### src/rtl/picomips_pkg.sv
// Shared types and instruction field layout for the picoMIPS core.
// Field positions are computed from the data width N and register address width R.
package picomips_pkg;

  typedef enum logic [2:0] {
    OP_NOP  = 3'b000,
    OP_ADD  = 3'b001,
    OP_ADDI = 3'b010,
    OP_MULI = 3'b011,
    OP_IN   = 3'b100,
    OP_OUT  = 3'b101,
    OP_BNZ  = 3'b110,
    OP_HALT = 3'b111
  } opcode_t;

  typedef enum logic {
    ST_RUN  = 1'b0,
    ST_HALT = 1'b1
  } state_t;

  // Instruction layout, MSB first: opcode | rd | rs | imm
  function automatic int instr_width(input int n, input int r);
    return 3 + 2 * r + n;
  endfunction

  function automatic int op_lsb(input int n, input int r);
    return n + 2 * r;
  endfunction

  function automatic int rd_lsb(input int n, input int r);
    return n + r;
  endfunction

  function automatic int rs_lsb(input int n, input int r);
    return n + 0 * r;
  endfunction

  function automatic int imm_lsb(input int n, input int r);
    return 0 * (n + r);
  endfunction

endpackage

### src/rtl/picomips_regfile.sv
// 2^R x N register file: two asynchronous read ports, one synchronous write port.
// Register r0 always reads zero and ignores writes.
module picomips_regfile import picomips_pkg::*; #(
  parameter int N = 8,
  parameter int R = 3
) (
  input  logic         clk,
  input  logic         n_reset,
  input  logic [R-1:0] ra_addr,
  output logic [N-1:0] ra_data,
  input  logic [R-1:0] rb_addr,
  output logic [N-1:0] rb_data,
  input  logic         we,
  input  logic [R-1:0] wa,
  input  logic [N-1:0] wd
);

  localparam int NREG = 2 ** R;

  logic [N-1:0] regs_q [NREG];
  logic [N-1:0] regs_d [NREG];

  always_comb begin
    regs_d = regs_q;
    if (we && (wa != R'(0))) begin
      regs_d[wa] = wd;
    end else begin
      regs_d = regs_q;
    end
  end

  always_ff @(posedge clk or negedge n_reset) begin
    if (!n_reset) begin
      for (int i = 0; i < NREG; i++) begin
        regs_q[i] <= {N{1'b0}};
      end
    end else begin
      regs_q <= regs_d;
    end
  end

  assign ra_data = (ra_addr == R'(0)) ? {N{1'b0}} : regs_q[ra_addr];
  assign rb_data = (rb_addr == R'(0)) ? {N{1'b0}} : regs_q[rb_addr];

endmodule

### src/rtl/picomips_core.sv
// picoMIPS accumulator-style core: PC, RUN/HALT FSM, stream handshakes and ALU/multiplier.
// Executes one instruction per cycle from a combinational ROM unless an IN/OUT stall holds the PC.
module picomips_core import picomips_pkg::*; #(
  parameter int N = 8,
  parameter int R = 3,
  parameter int P = 8
) (
  input  logic               clk,
  input  logic               n_reset,
  output logic [P-1:0]       imem_addr,
  input  logic [3+2*R+N-1:0] imem_data,
  input  logic [N-1:0]       in_data,
  input  logic               in_valid,
  output logic               in_ready,
  output logic [N-1:0]       out_data,
  output logic               out_valid,
  input  logic               out_ready,
  output logic               halted
);

  localparam int OP_LSB  = op_lsb(N, R);
  localparam int RD_LSB  = rd_lsb(N, R);
  localparam int RS_LSB  = rs_lsb(N, R);
  localparam int IMM_LSB = imm_lsb(N, R);
  localparam logic [N-1:0] MOST_NEG = {1'b1, {(N-1){1'b0}}};
  localparam logic [N-1:0] MOST_POS = {1'b0, {(N-1){1'b1}}};

  opcode_t        op_s;
  logic [R-1:0]   rd_addr_s, rs_addr_s;
  logic [N-1:0]   imm_s, rd_val_s, rs_val_s;

  state_t         state_q, state_d;
  logic [P-1:0]   pc_q, pc_d, pc_inc_s;
  logic [N-1:0]   out_data_q, out_data_d;
  logic           out_valid_q, out_valid_d;
  logic           rf_we_s;
  logic [N-1:0]   rf_wd_s;

  logic [2*N-1:0] mul_a_s, mul_b_s, prod_s;
  logic [N-1:0]   mul_s;
  logic           unused_ok_s;

  assign op_s      = opcode_t'(imem_data[OP_LSB +: 3]);
  assign rd_addr_s = imem_data[RD_LSB +: R];
  assign rs_addr_s = imem_data[RS_LSB +: R];
  assign imm_s     = imem_data[IMM_LSB +: N];

  picomips_regfile #(.N(N), .R(R)) u_regfile (
    .clk     (clk),
    .n_reset (n_reset),
    .ra_addr (rd_addr_s),
    .ra_data (rd_val_s),
    .rb_addr (rs_addr_s),
    .rb_data (rs_val_s),
    .we      (rf_we_s),
    .wa      (rd_addr_s),
    .wd      (rf_wd_s)
  );

  // Sign-extended operands give the exact signed product in the low 2N bits.
  assign mul_a_s     = {{N{rd_val_s[N-1]}}, rd_val_s};
  assign mul_b_s     = {{N{imm_s[N-1]}}, imm_s};
  assign prod_s      = mul_a_s * mul_b_s;
  assign mul_s       = ((rd_val_s == MOST_NEG) && (imm_s == MOST_NEG)) ? MOST_POS
                                                                        : prod_s[2*N-2:N-1];
  assign unused_ok_s = ^{prod_s[2*N-1], prod_s[N-2:0]};

  assign pc_inc_s = pc_q + P'(1);

  always_comb begin
    state_d    = state_q;
    pc_d       = pc_q;
    out_data_d = out_data_q;
    rf_we_s    = 1'b0;
    rf_wd_s    = {N{1'b0}};
    // A pending beat drains on accept even while stalled or halted.
    if (out_valid_q && out_ready) begin
      out_valid_d = 1'b0;
    end else begin
      out_valid_d = out_valid_q;
    end
    if (state_q == ST_RUN) begin
      case (op_s)
        OP_NOP: pc_d = pc_inc_s;
        OP_ADD: begin
          rf_we_s = 1'b1;
          rf_wd_s = rd_val_s + rs_val_s;
          pc_d    = pc_inc_s;
        end
        OP_ADDI: begin
          rf_we_s = 1'b1;
          rf_wd_s = rd_val_s + imm_s;
          pc_d    = pc_inc_s;
        end
        OP_MULI: begin
          rf_we_s = 1'b1;
          rf_wd_s = mul_s;
          pc_d    = pc_inc_s;
        end
        OP_IN: begin
          if (in_valid) begin
            rf_we_s = 1'b1;
            rf_wd_s = in_data;
            pc_d    = pc_inc_s;
          end else begin
            pc_d = pc_q;
          end
        end
        OP_OUT: begin
          if (!out_valid_q || out_ready) begin
            out_data_d  = rd_val_s;
            out_valid_d = 1'b1;
            pc_d        = pc_inc_s;
          end else begin
            pc_d = pc_q;
          end
        end
        OP_BNZ: begin
          if (rd_val_s != {N{1'b0}}) begin
            pc_d = imm_s[P-1:0];
          end else begin
            pc_d = pc_inc_s;
          end
        end
        OP_HALT: state_d = ST_HALT;
        default: pc_d = pc_q;
      endcase
    end else begin
      state_d = ST_HALT;
    end
  end

  always_ff @(posedge clk or negedge n_reset) begin
    if (!n_reset) begin
      state_q     <= ST_RUN;
      pc_q        <= {P{1'b0}};
      out_data_q  <= {N{1'b0}};
      out_valid_q <= 1'b0;
    end else begin
      state_q     <= state_d;
      pc_q        <= pc_d;
      out_data_q  <= out_data_d;
      out_valid_q <= out_valid_d;
    end
  end

  assign imem_addr = pc_q;
  assign in_ready  = (state_q == ST_RUN) && (op_s == OP_IN);
  assign out_data  = out_data_q;
  assign out_valid = out_valid_q;
  assign halted    = (state_q == ST_HALT);

endmodule

### config.mk
export PLATFORM = sky130hd
export DESIGN_NAME = picomips_core
export DESIGN_NICKNAME = d
export VERILOG_FILES = /design/src/rtl/picomips_pkg.sv /design/src/rtl/picomips_regfile.sv /design/src/rtl/picomips_core.sv
export SDC_FILE = /design/constraint.sdc
export NUM_CORES = 1
export LEC_CHECK = 0
export CAP_MARGIN = 5
export CELL_PAD_IN_SITES_DETAIL_PLACEMENT = 0
export CELL_PAD_IN_SITES_GLOBAL_PLACEMENT = 1
export CORE_AREA = 3 3 94 185
export DETAILED_ROUTE_END_ITERATION = 16
export DIE_AREA = 0 0 97 188
export GPL_TIMING_DRIVEN = 1
export PLACE_DENSITY = 0.77
export SLEW_MARGIN = 20
export SYNTH_ARGS = -nofsm -noshare
export SYNTH_HDL_FRONTEND = slang
export SYNTH_SLANG_ARGS = --single-unit
### constraint.sdc
create_clock -name clk -period 6.1 [get_ports clk]
set_input_delay 1.22 -clock clk [delete_from_list [all_inputs] [get_ports clk]]
set_output_delay 1.22 -clock clk [all_outputs]
set_load 0.02 [all_outputs]
==> summary.txt, run 1 <==
Cells and area
  • N_diodes: 0
  • Number of fill cells: 1369
  • Commonest cells after routing, fill and taps aside: buf_4 (108), dfrtp_1 (74), nor2_1 (67)
  • Fin util: 0.5760
  • Commonest non-fill, non-tap cell in the layout: buf_4
  • Area growth, synth to finish: 36.79%
  • Fraction of final layout cells sized beyond drive strength 1: 0.3364
  • Nets: 976

Run status
  • Failing checks: negative setup slack
  • Status: finished, violations left

Global route
  • GR Util All Layers: 0.2542
  • Vias in the first global route: 6775
  • Grt total ovfl: 0
  • Largest net degree at the start of global routing: 75
  • First-pass GRT wire length: 35740 µm
  • Initial antenna violation count: 0

CTS
  • CTS tree: done
  • Deepest clock path buffer count: 2
  • Clock Sink Count: 74
  • Cts bufs inserted: 9
  • Post-CTS Hold Fix Bufs: 0
  • Worst-skew pair later-pin latency: 0.35 ns
  • Clk root buf: clkbuf_16
  • H-tree lvl count: 3
  • Clock slew at reported path FFs: 0.06 ns

Die
  • Die Span Y: about 190 µm
  • Die width: 97 µm
  • Core Rows: between 60 and 70
  • Die Footprint: ~18000 µm²
  • CORE AREA: ~16000 µm²
  • # IOs: 48
  • Initial Util: 0.4211

Power and ir drop
  • Combinational cell fraction of total power: 0.160
  • Reg power frac: 0.354
  • NetSw: 332.6 µW
  • Pwr dens: roughly 150 nW/µm²
  • Clock power frac: 0.486
  • Post-layout power: 1405 µW
  • Pleak: approximately 0.0043 µW
  • Internal power: 1073 µW
  • Max IR drop VDD: 0.1956 mV
  • Net Sw Frac: 0.2367

Timing
  • Rel. slew slack: 0.3261
  • Fmax: 155.4 MHz
  • Final setup viols: 35
  • Max-slew violations: 0
  • Period minus WS final: 6.436 ns
  • Clock skew: 0.01115 ns
  • Fin worst setup slack: -0.3364 ns
  • Unrepaired setup endpoints after global routing: yes
  • Tightest Pin Transition: 1.011 ns
  • Fin crit share: 1.055
  • Final hold vios: 0
  • WHS: approximately 0.51 ns

Logic synthesis
  • Complex-gate fraction of the synthesized area: 0.1443
  • Mapped Area: 6850 µm²
  • Synth top area share: 0.2703
  • Cells after Synth: about 700
  • Number of enable flip-flop cells after synthesis: 0
  • Mapped Nets: 831
  • Number of distinct library cells after synthesis: 66
  • Xor/xnor share of the synthesized area: 0.02429
  • Synthesis-stage register bit count: 74
  • Post-synthesis mux area share: 0.1202
  • Top FF cell, synth: dfrtp_1
  • Post-synthesis sequential area ratio: 0.2703
  • Simple-gate share of the synthesized area: 0.1605
  • Adder-cell share of the synthesized area: 0.2093
  • Largest family of logic cells by synthesized area: adder cells
  • Top post-synthesis cells by area: dfrtp_1 (27%), fa_1 (15%), ha_1 (6.0%)
  • Async SR Flop Fraction: 1.000
  • Ys Warns: 0
  • Post-synth top area cell: dfrtp_1
  • Syn Area/Cell: 9.541 µm²

Critical path
  • Setup crit end kind: flip-flop
  • Critical Path AT: 6.64 ns
  • Most used cell, CP: fa_1
  • CP max stage cell: mux4_2
  • Startpoint Class: input pin
  • Slowest stage delay, CP: 0.52 ns
  • Buffers & Inverters on Critical Path: 8
  • Critical path, cell by cell: buf_12, buf_12, mux4_2, mux2_4, and2_4, fa_2, inv_2, fa_1, inv_1, fa_1, inv_1, fa_1, inv_2, ha_4, nand4b_1, o21a_1, a211oi_2, buf_4, or4_4, a22o_4, a221oi_4, buf_6, a21oi_2
  • Crit-path max FO: 7
  • Worst Path Required: 6.31 ns
  • CP top delay family: adder cells
  • Critical setup path kind: in -> reg

Route
  • Via count: around 6000
  • Post-route ant nets: 0
  • First-pass DRT Iterations: 5
  • Wire per inst: 21.25 µm
  • Drt total wl: 22780 µm
  • Vias per inst: 5.632
  • Remaining DRCs: 0
  • 1st-iter DRT viols: around 240

Min path
  • Hold Path Class: reg -> reg

Job
  • Max-Cap Viols: 0

Place
  • RePlAce Congestion: 0.9255
  • Number of port buffers: 47
  • DPL Wire Length: 17730 µm
[routing by layer]
| layer | GRT usage | wire [µm] | vias to the layer above | part of all wire |
|---|---|---|---|---|
| met2 | 0.4931 | 13060 | 186 | 0.57 |
| met4 | 0.1979 | 1794 | 0 | 0.079 |
| li1 | - | - | 2770 | - |
| met5 | 0 | 0 | - | 0 |
| met3 | 0.02867 | 613 | 98 | 0.027 |
| met1 | 0.2314 | 7304 | 2984 | 0.32 |
[final cells by class]
type / count / area [µm²] / share of cell area
multi-input cells: 529 / 5046 / 0.5385
flip-flops and latches: 74 / 1852 / 0.1976
repair buffers: 170 / 1534 / 0.1637
inverters: 79 / 296.5 / 0.03165
clock buffers: 12 / 266.5 / 0.02844
well taps: 204 / 255.2 / 0.02724
clock inverters: 4 / 120.1 / 0.01282
[what timing repair did]
item,in CTS,in global routing
endpoints found under the hold margin,0,0
cloned,3,0
resized for setup,77,39
pin swaps,23,28
buffers inserted,18,6
endpoints found under the setup margin,56,49
[worst reg2reg max path: stages, from the launching register on]
cell and delay, ns:
dfrtp_1 0.40, mux4_2 0.53, mux2_4 0.34, and2_4 0.18, fa_1 0.56, fa_1 0.43
fa_1 0.50, inv_2 0.04, fa_1 0.51, inv_2 0.05, ha_4 0.23, o21a_1 0.19
o21ai_2 0.17, a211oi_2 0.06, buf_4 0.14, or4_4 0.49, a22o_4 0.25, a221oi_4 0.31
buf_6 0.16, a21oi_2 0.05
[registers in the layout, summed over array words and instances (netlist names)]
name	count
halted	1
imem_addr	8
out_data	8
out_valid	1
u_regfile.regs_q	56
[power groups by stage]
stage	Sequential (µW)	Clock (µW)	Combinational [µW]
after global routing	497	712	240
final	497	683	225
after CTS	497	692	218
after detailed placement	506	0	195
after floorplan	509	0	97.3
after global placement	506	0	192
[worst paths after layout]
| path | startpoint | end | slack [ns] | cells after the start |
|---|---|---|---|---|
| max | imem_data[12] | u_regfile.regs_q[46] | -0.34 | 23 |
| min | out_data[5] | out_data[5] | 0.51 | 1 |
| max reg2reg | u_regfile.regs_q[6] | u_regfile.regs_q[46] | 0.38 | 19 |
| min reg2reg | out_data[5] | out_data[5] | 0.51 | 1 |
| max in group asynchronous | n_reset | u_regfile.regs_q[34] | 4.44 | 1 |
| min in group asynchronous | n_reset | u_regfile.regs_q[32] | 1.02 | 1 |
[cells by family after synthesis]
family / count (synthesis)
and+or+nand+nor: 223
AOI/OAI and AO/OA: 142
buffers and inverters: 116
adders and majority gates: 84
DFF: 74
muxes: 60
xor gates and xnor gates: 19
[cell usage after synthesis (5+ instances only)]
cell type  number
inv_1          78
dfrtp_1        74
nor2_1         69
nand2_1        53
fa_1           51
a21oi_1        43
and2_1         33
ha_1           33
mux2_2         28
clkbuf_1       25
mux2i_1        17
nor2b_1        16
xnor2_1        16
mux4_2         15
o21ai_0        12
o31ai_1        10
and3_1          8
a221oi_1        7
a22oi_1         7
a31oi_1         7
a41oi_1         7
nand3_1         7
nor3_1          7
o21ai_1         7
o2bb2ai_1       6
buf_2           5
nand2b_1        5
or2_2           5
[stage by stage]
| stage | area [µm²] | setup slack [ns] | std cells | TNS [ns] |
|---|---|---|---|---|
| floorplan | 6979 | -0.2660 | 718 | -6.453 |
| global placement | 8273 | -1.190 | 1030 | -47.55 |
| detailed placement | 8273 | -1.306 | 1030 | -50.95 |
| CTS | 9193 | -0.3174 | 1067 | -6.887 |
| global route | 9370 | -0.4879 | 1072 | -12.69 |
| finish | 9370 | -0.3364 | 1072 | -7.261 |
Power figures use the tool's default switching activity.
==> inputs of run 2 (changes only) <==
--- a/config.mk
+++ b/config.mk
@@ -5,7 +5,6 @@
 export SDC_FILE = /design/constraint.sdc
 export NUM_CORES = 1
 export LEC_CHECK = 0
-export CAP_MARGIN = 5
 export CELL_PAD_IN_SITES_DETAIL_PLACEMENT = 0
 export CELL_PAD_IN_SITES_GLOBAL_PLACEMENT = 1
 export CORE_AREA = 3 3 94 185
@@ -13,7 +12,6 @@
 export DIE_AREA = 0 0 97 188
 export GPL_TIMING_DRIVEN = 1
 export PLACE_DENSITY = 0.77
-export SLEW_MARGIN = 20
 export SYNTH_ARGS = -nofsm -noshare
 export SYNTH_HDL_FRONTEND = slang
 export SYNTH_SLANG_ARGS = --single-unit
==> results of run 2 <==
Final layout, timing and power as in run 1 (identical DEF).
